[src/rtl/fifo_pkg.sv]
// Shared types and sizing helpers for the single-clock FIFO controller.
// The optional error flags are enabled with the SYNC_FIFO_ERR_FLAG_EN macro.
package fifo_pkg;

  localparam int FIFO_AW = 4;

  function automatic int fifo_depth(input int addr_wd);
    return 1 << addr_wd;
  endfunction

  typedef logic [FIFO_AW:0] ptr_t;
  typedef logic [FIFO_AW:0] cnt_t;

endpackage

[src/rtl/sync_fifo_ctrl_if.sv]
// Handshake and status bundle between a FIFO user and sync_fifo_ctrl.
// The master side issues push/pop requests; the slave side is the controller.
interface sync_fifo_ctrl_if
  import fifo_pkg::*;
#(
  parameter int ADDR_WD = FIFO_AW
);

  logic               winc;
  logic               rinc;
  logic               mem_winc;
  logic [ADDR_WD-1:0] waddr;
  logic [ADDR_WD-1:0] raddr;
  logic               wfull;
  logic               rempty;
  logic [ADDR_WD:0]   count;
  logic               almost_full;
  logic               almost_empty;
  logic               overflow;
  logic               underflow;

  modport master (
    output winc, rinc,
    input  mem_winc, waddr, raddr, wfull, rempty, count,
           almost_full, almost_empty, overflow, underflow
  );

  modport slave (
    input  winc, rinc,
    output mem_winc, waddr, raddr, wfull, rempty, count,
           almost_full, almost_empty, overflow, underflow
  );

endinterface

[src/rtl/fifo_ptr.sv]
// Wrapping binary pointer register with synchronous active-high reset and
// increment enable; used for both the write and the read pointer.
module fifo_ptr
  import fifo_pkg::*;
#(
  parameter int W = FIFO_AW + 1
) (
  input  logic         clk,
  input  logic         rst,
  input  logic         i_inc,
  output logic [W-1:0] o_ptr
);

  logic [W-1:0] r_ptr;

  // NOTE: sequential state uses non-blocking assignments so every register
  // samples the pre-edge values of its inputs.
  always_ff @(posedge clk) begin
    if (rst) begin
      r_ptr <= '0;
    end else if (i_inc) begin
      r_ptr <= r_ptr + W'(1);
    end
  end

  assign o_ptr = r_ptr;

endmodule

[src/rtl/sync_fifo_ctrl.sv]
// Single-clock FIFO controller: owns the pointers, drives the mem write port
// and addresses, and reports full/empty/occupancy/thresholds. Optional sticky
// overflow/underflow flags are built only when SYNC_FIFO_ERR_FLAG_EN is defined.
module sync_fifo_ctrl
  import fifo_pkg::*;
#(
  parameter int ADDR_WD   = FIFO_AW,
  parameter int AFULL_TH  = 14,
  parameter int AEMPTY_TH = 2
) (
  input  logic                clk,
  input  logic                rst,
  sync_fifo_ctrl_if.slave     bus
);

  localparam int DEPTH = fifo_depth(ADDR_WD);
  localparam logic [ADDR_WD:0] AFULL_C  = (ADDR_WD+1)'((AFULL_TH > DEPTH) ? DEPTH : AFULL_TH);
  localparam logic [ADDR_WD:0] AEMPTY_C = (ADDR_WD+1)'(AEMPTY_TH);

  logic [ADDR_WD:0] w_wptr;
  logic [ADDR_WD:0] w_rptr;
  logic             w_wfull;
  logic             w_rempty;
  logic             w_we;
  logic             w_re;
  logic [ADDR_WD:0] r_count;

  // Flags come from the registered pointers, so they describe the state at
  // the start of the cycle; an extra MSB distinguishes full from empty.
  assign w_rempty = (w_wptr == w_rptr);
  assign w_wfull  = (w_wptr[ADDR_WD] != w_rptr[ADDR_WD]) &&
                    (w_wptr[ADDR_WD-1:0] == w_rptr[ADDR_WD-1:0]);

  assign w_we = bus.winc & ~w_wfull;
  assign w_re = bus.rinc & ~w_rempty;

  fifo_ptr #(.W(ADDR_WD + 1)) u_wptr (
    .clk   (clk),
    .rst   (rst),
    .i_inc (w_we),
    .o_ptr (w_wptr)
  );

  fifo_ptr #(.W(ADDR_WD + 1)) u_rptr (
    .clk   (clk),
    .rst   (rst),
    .i_inc (w_re),
    .o_ptr (w_rptr)
  );

  always_ff @(posedge clk) begin
    if (rst) begin
      r_count <= '0;
    end else begin
      case ({w_we, w_re})
        2'b10:   r_count <= r_count + (ADDR_WD+1)'(1);
        2'b01:   r_count <= r_count - (ADDR_WD+1)'(1);
        default: r_count <= r_count;
      endcase
    end
  end

  assign bus.mem_winc     = w_we;
  assign bus.waddr        = w_wptr[ADDR_WD-1:0];
  assign bus.raddr        = w_rptr[ADDR_WD-1:0];
  assign bus.wfull        = w_wfull;
  assign bus.rempty       = w_rempty;
  assign bus.count        = r_count;
  assign bus.almost_full  = (r_count >= AFULL_C);
  assign bus.almost_empty = (r_count <= AEMPTY_C);

`ifdef SYNC_FIFO_ERR_FLAG_EN
  logic r_overflow;
  logic r_underflow;

  // Sticky: once a request is rejected the flag holds until reset.
  always_ff @(posedge clk) begin
    if (rst) begin
      r_overflow  <= 1'b0;
      r_underflow <= 1'b0;
    end else begin
      if (bus.winc && w_wfull)  r_overflow  <= 1'b1;
      if (bus.rinc && w_rempty) r_underflow <= 1'b1;
    end
  end

  assign bus.overflow  = r_overflow;
  assign bus.underflow = r_underflow;
`else
  assign bus.overflow  = 1'b0;
  assign bus.underflow = 1'b0;
`endif

endmodule

[src/flat_wrapper.sv]
// flat-port wrapper written by rule: the top's interface ports become plain ports
module sync_fifo_ctrl_flat import fifo_pkg::*;
#(
  parameter int ADDR_WD   = FIFO_AW,
  parameter int AFULL_TH  = 14,
  parameter int AEMPTY_TH = 2
)
  (clk, rst, bus_winc, bus_rinc, bus_mem_winc, bus_waddr, bus_raddr, bus_wfull, bus_rempty, bus_count, bus_almost_full, bus_almost_empty, bus_overflow, bus_underflow);
  sync_fifo_ctrl_if #(.ADDR_WD(ADDR_WD)) bus_i ();
  input  logic clk;
  input  logic rst;
  input wire logic [$bits(bus_i.winc)-1:0] bus_winc;
  input wire logic [$bits(bus_i.rinc)-1:0] bus_rinc;
  output wire logic [$bits(bus_i.mem_winc)-1:0] bus_mem_winc;
  output wire logic [$bits(bus_i.waddr)-1:0] bus_waddr;
  output wire logic [$bits(bus_i.raddr)-1:0] bus_raddr;
  output wire logic [$bits(bus_i.wfull)-1:0] bus_wfull;
  output wire logic [$bits(bus_i.rempty)-1:0] bus_rempty;
  output wire logic [$bits(bus_i.count)-1:0] bus_count;
  output wire logic [$bits(bus_i.almost_full)-1:0] bus_almost_full;
  output wire logic [$bits(bus_i.almost_empty)-1:0] bus_almost_empty;
  output wire logic [$bits(bus_i.overflow)-1:0] bus_overflow;
  output wire logic [$bits(bus_i.underflow)-1:0] bus_underflow;
  assign bus_i.winc = bus_winc;
  assign bus_i.rinc = bus_rinc;
  assign bus_mem_winc = bus_i.mem_winc;
  assign bus_waddr = bus_i.waddr;
  assign bus_raddr = bus_i.raddr;
  assign bus_wfull = bus_i.wfull;
  assign bus_rempty = bus_i.rempty;
  assign bus_count = bus_i.count;
  assign bus_almost_full = bus_i.almost_full;
  assign bus_almost_empty = bus_i.almost_empty;
  assign bus_overflow = bus_i.overflow;
  assign bus_underflow = bus_i.underflow;
  sync_fifo_ctrl #(.ADDR_WD(ADDR_WD), .AFULL_TH(AFULL_TH), .AEMPTY_TH(AEMPTY_TH)) u_core (.clk(clk), .rst(rst), .bus(bus_i));
endmodule
[config.mk]
export PLATFORM = sky130hd
export DESIGN_NAME = sync_fifo_ctrl_flat
export DESIGN_NICKNAME = d
export VERILOG_FILES = /design/src/rtl/fifo_pkg.sv /design/src/rtl/sync_fifo_ctrl_if.sv /design/src/rtl/fifo_ptr.sv /design/src/rtl/sync_fifo_ctrl.sv /design/src/flat_wrapper.sv
export SDC_FILE = /design/constraint.sdc
export NUM_CORES = 1
export LEC_CHECK = 0
export CAP_MARGIN = 20
export CORE_AREA = 2 2 49 51
export DETAILED_ROUTE_END_ITERATION = 6
export DIE_AREA = 0 0 51 53
export MAX_ROUTING_LAYER = met4
export PLACE_DENSITY = 0.74
export SYNTH_ARGS = -nofsm -noshare
export SYNTH_HDL_FRONTEND = slang
export SYNTH_SLANG_ARGS = --single-unit
[constraint.sdc]
create_clock -name clk -period 3.27 [get_ports clk]
set_input_delay 0.981 -clock clk [delete_from_list [all_inputs] [get_ports clk]]
set_output_delay 0.981 -clock clk [all_outputs]
set_load 0.05 [all_outputs]
==> run metrics, run 1 <==
Antenna Nets Post-Route 0; Reg clk slew, reported paths around 90 ps; Iter 0 DRT Violations 9; Clock Latency Late Sink about 290 ps; n_diodes 0; Max Cap Viol 0; worst min path class register to register; Post-synth EDFFs 0; outcome completed; Via Count a little under 800; CP peak stage delay 810 ps; Post-synth ARST share 0%; setup TNS 0 ps; Setup violations, final 0; setup ws final approximately 180 ps; final routed DRC violation total 0; most common cell after layout, fill and taps aside clkdlybuf4s50_1; vias in the first global route roughly 750; final net count approximately 140; post_cts resized 0; die area about 2700 sq um; first-pass GRT wire length ~3300 um; dpl cells roughly 150; All-Layer GR Usage 17.0%; Seq cells post-synth 15; CTS tree built; CP max stage cell clkdlybuf4s50_1; synthesis warning total 0; DRT Pass-1 Iters 4; synthesized cell area approximately 980 sq um; most area-consuming cells after synthesis dfxtp_1, xor2_1, buf_4; core area 2150 sq um; Fin. Hold Viols 0; fin crit period between 3000 and 4000 ps; CTS Sinks 15; CTS Buf Count 3; layout cells sized above 1 15.2%; synth unique cells 30; startpoint types register; I/O Pins 24; DRT Wirelength roughly 1900 um; fmax ~320 MHz; Slew Viols, Final 0; Buf/Inv on CP 1; root buffer cell clkbuf_4; worst-path cell chain xnor2_1 > nand4_4 > nor2_1 > clkdlybuf4s50_1; RSZ-0062 raised after global routing false; sequential share of the synthesized area approximately 31%; Vias/cell ~5; deepest clock path buffer count 2; die height approximately 53 um; Worst EP required between 2000 and 2500 ps; Clock H-tree levels 1; skew final roughly 6.0 ps; crit path DAT ~2100 ps; cells after synthesis roughly 110; cell family with most CP delay buffers and inverters; number of port buffers 21; Pleak approximately 0.0005 uW; predominant post-synthesis flop cell dfxtp_1; Syn Area/Cell approximately 9.2 sq um; top cell type's share of synthesized area a little under a third; Setup WS pre-CTS -97.6 ps; VDD IR max about 0.00062 V; Worst-Margin Slew 503 ps; setup bufs post-CTS 0; Power Dens Cells 624 nW/um^2; most frequent cells in the layout clkdlybuf4s50_1, nor2_1, dfxtp_1; Area growth syn-to-layout 25.2%; hold_ws roughly 590 ps; DP Wirelength approximately 1500 um; leading area contributor after synthesis dfxtp_1; Starting Density a little under half; CP endpoint kind primary output; Rows 17; initial antenna violation count 0; fin cells 153; Critical Path Fanout Max 9; Slew headroom 66.4%; Placer Congestion 0.821; period utilization between 90% and 100%; GR Overflow Total 0; WS Path Type register to primary output; routed wire length per instance around 13 um; largest net degree at the start of global routing 17; Hold-fix buffers, CTS 0; Die Wd just over 50 um
## report_power, final
part | total, uW | internal, uW | switching, uW
sequential | 247 | 207 | 40.4
combinational | 407 | 153 | 255
clock | 110 | 47.4 | 62.2
total | 764 | 407 | 357
## final cells by class
class / instances / area (sq um)
fillers: 201 / 923
multi-input cells: 74 / 583
flip-flops and latches: 15 / 300
repair buffers: 26 / 258
well taps: 28 / 35.0
clock buffers: 4 / 26.3
inverters: 6 / 22.5
## worst paths after layout
path / startpoint / endpoint / slack (ps) / depth (start not counted)
setup reg to reg: u_core.u_wptr.o_ptr[0] / u_core.bus.count[4] / 420 / 11
hold / removal: u_core.u_rptr.o_ptr[3] / u_core.u_rptr.o_ptr[3] / 590 / 2
setup / recovery: u_core.u_wptr.o_ptr[0] / bus_wfull / 180 / 4
hold reg to reg: u_core.u_rptr.o_ptr[3] / u_core.u_rptr.o_ptr[3] / 590 / 2
## state kept, by name, summed over array words and instances (netlist names)
name and flops:
u_core.u_rptr.o_ptr 5, u_core.u_wptr.o_ptr 5, u_core.bus.count 5
## cells by family (layout without fill, tap and decap cells)
| kind of cell | after synthesis | count (layout) | synth area share [%] |
|---|---|---|---|
| compound gates | 17 | 17 | 12.4 |
| xor+xnor | 15 | 15 | 15.3 |
| fa+ha+maj | 7 | 7 | 9.72 |
| buf+inv | 18 | 36 | 10.7 |
| flops | 15 | 15 | 30.7 |
| mux | 4 | 4 | 4.22 |
| other cells | 1 | 2 | 0.383 |
| simple gates | 29 | 29 | 16.5 |
## worst register-to-register path, cell delays in order, from the launching register on
cell     delay, ps
dfxtp_1        380
xnor2_1        270
nand4_4        220
o21ai_4        200
ha_1           220
inv_1          100
fa_1           410
nor2b_2        160
o21ai_2         70
nand3_1         70
or3b_1         350
mux2_2         270
## Yosys cell counts (2+ instances only)
master	instances
nand3_1	2
dfxtp_1	15
inv_1	6
nor2_1	17
mux2i_1	3
and4_1	2
a21oi_1	5
o211ai_1	3
clkbuf_1	2
ha_1	6
buf_4	10
nor2b_1	2
o21ai_2	2
xnor2_1	5
xor2_1	9
o21ai_0	3
## stage by stage
| stage | util [%] | total power (uW) | instance area (sq um) |
|---|---|---|---|
| finish | 57.0 | 764 | 1220 |
| global placement | 55.8 | 650 | 1200 |
| global route | 57.0 | 807 | 1220 |
| CTS | 57.0 | 770 | 1220 |
| detailed placement | 55.8 | 658 | 1200 |
| floorplan | - | 544 | 988 |
## layer usage
metal  vias to the layer above  wire length (um)  track usage (%)
met5                         -                 0                -
met2                        32               909             28.6
met3                         8               101             1.41
met1                       352               843             19.0
met4                         0                73             12.6
li1                        385                 -                -
No activity file was read; power rests on OpenSTA's default activity.
==> run 2: changes to the inputs <==
--- a/config.mk
+++ b/config.mk
@@ -5,6 +5,7 @@
 export SDC_FILE = /design/constraint.sdc
 export NUM_CORES = 1
 export LEC_CHECK = 0
+export ABC_CLOCK_PERIOD_IN_PS = 3270
 export CAP_MARGIN = 20
 export CORE_AREA = 2 2 49 51
 export DETAILED_ROUTE_END_ITERATION = 6
==> results of run 2 <==
Final layout, timing and power as in run 1 (identical DEF).
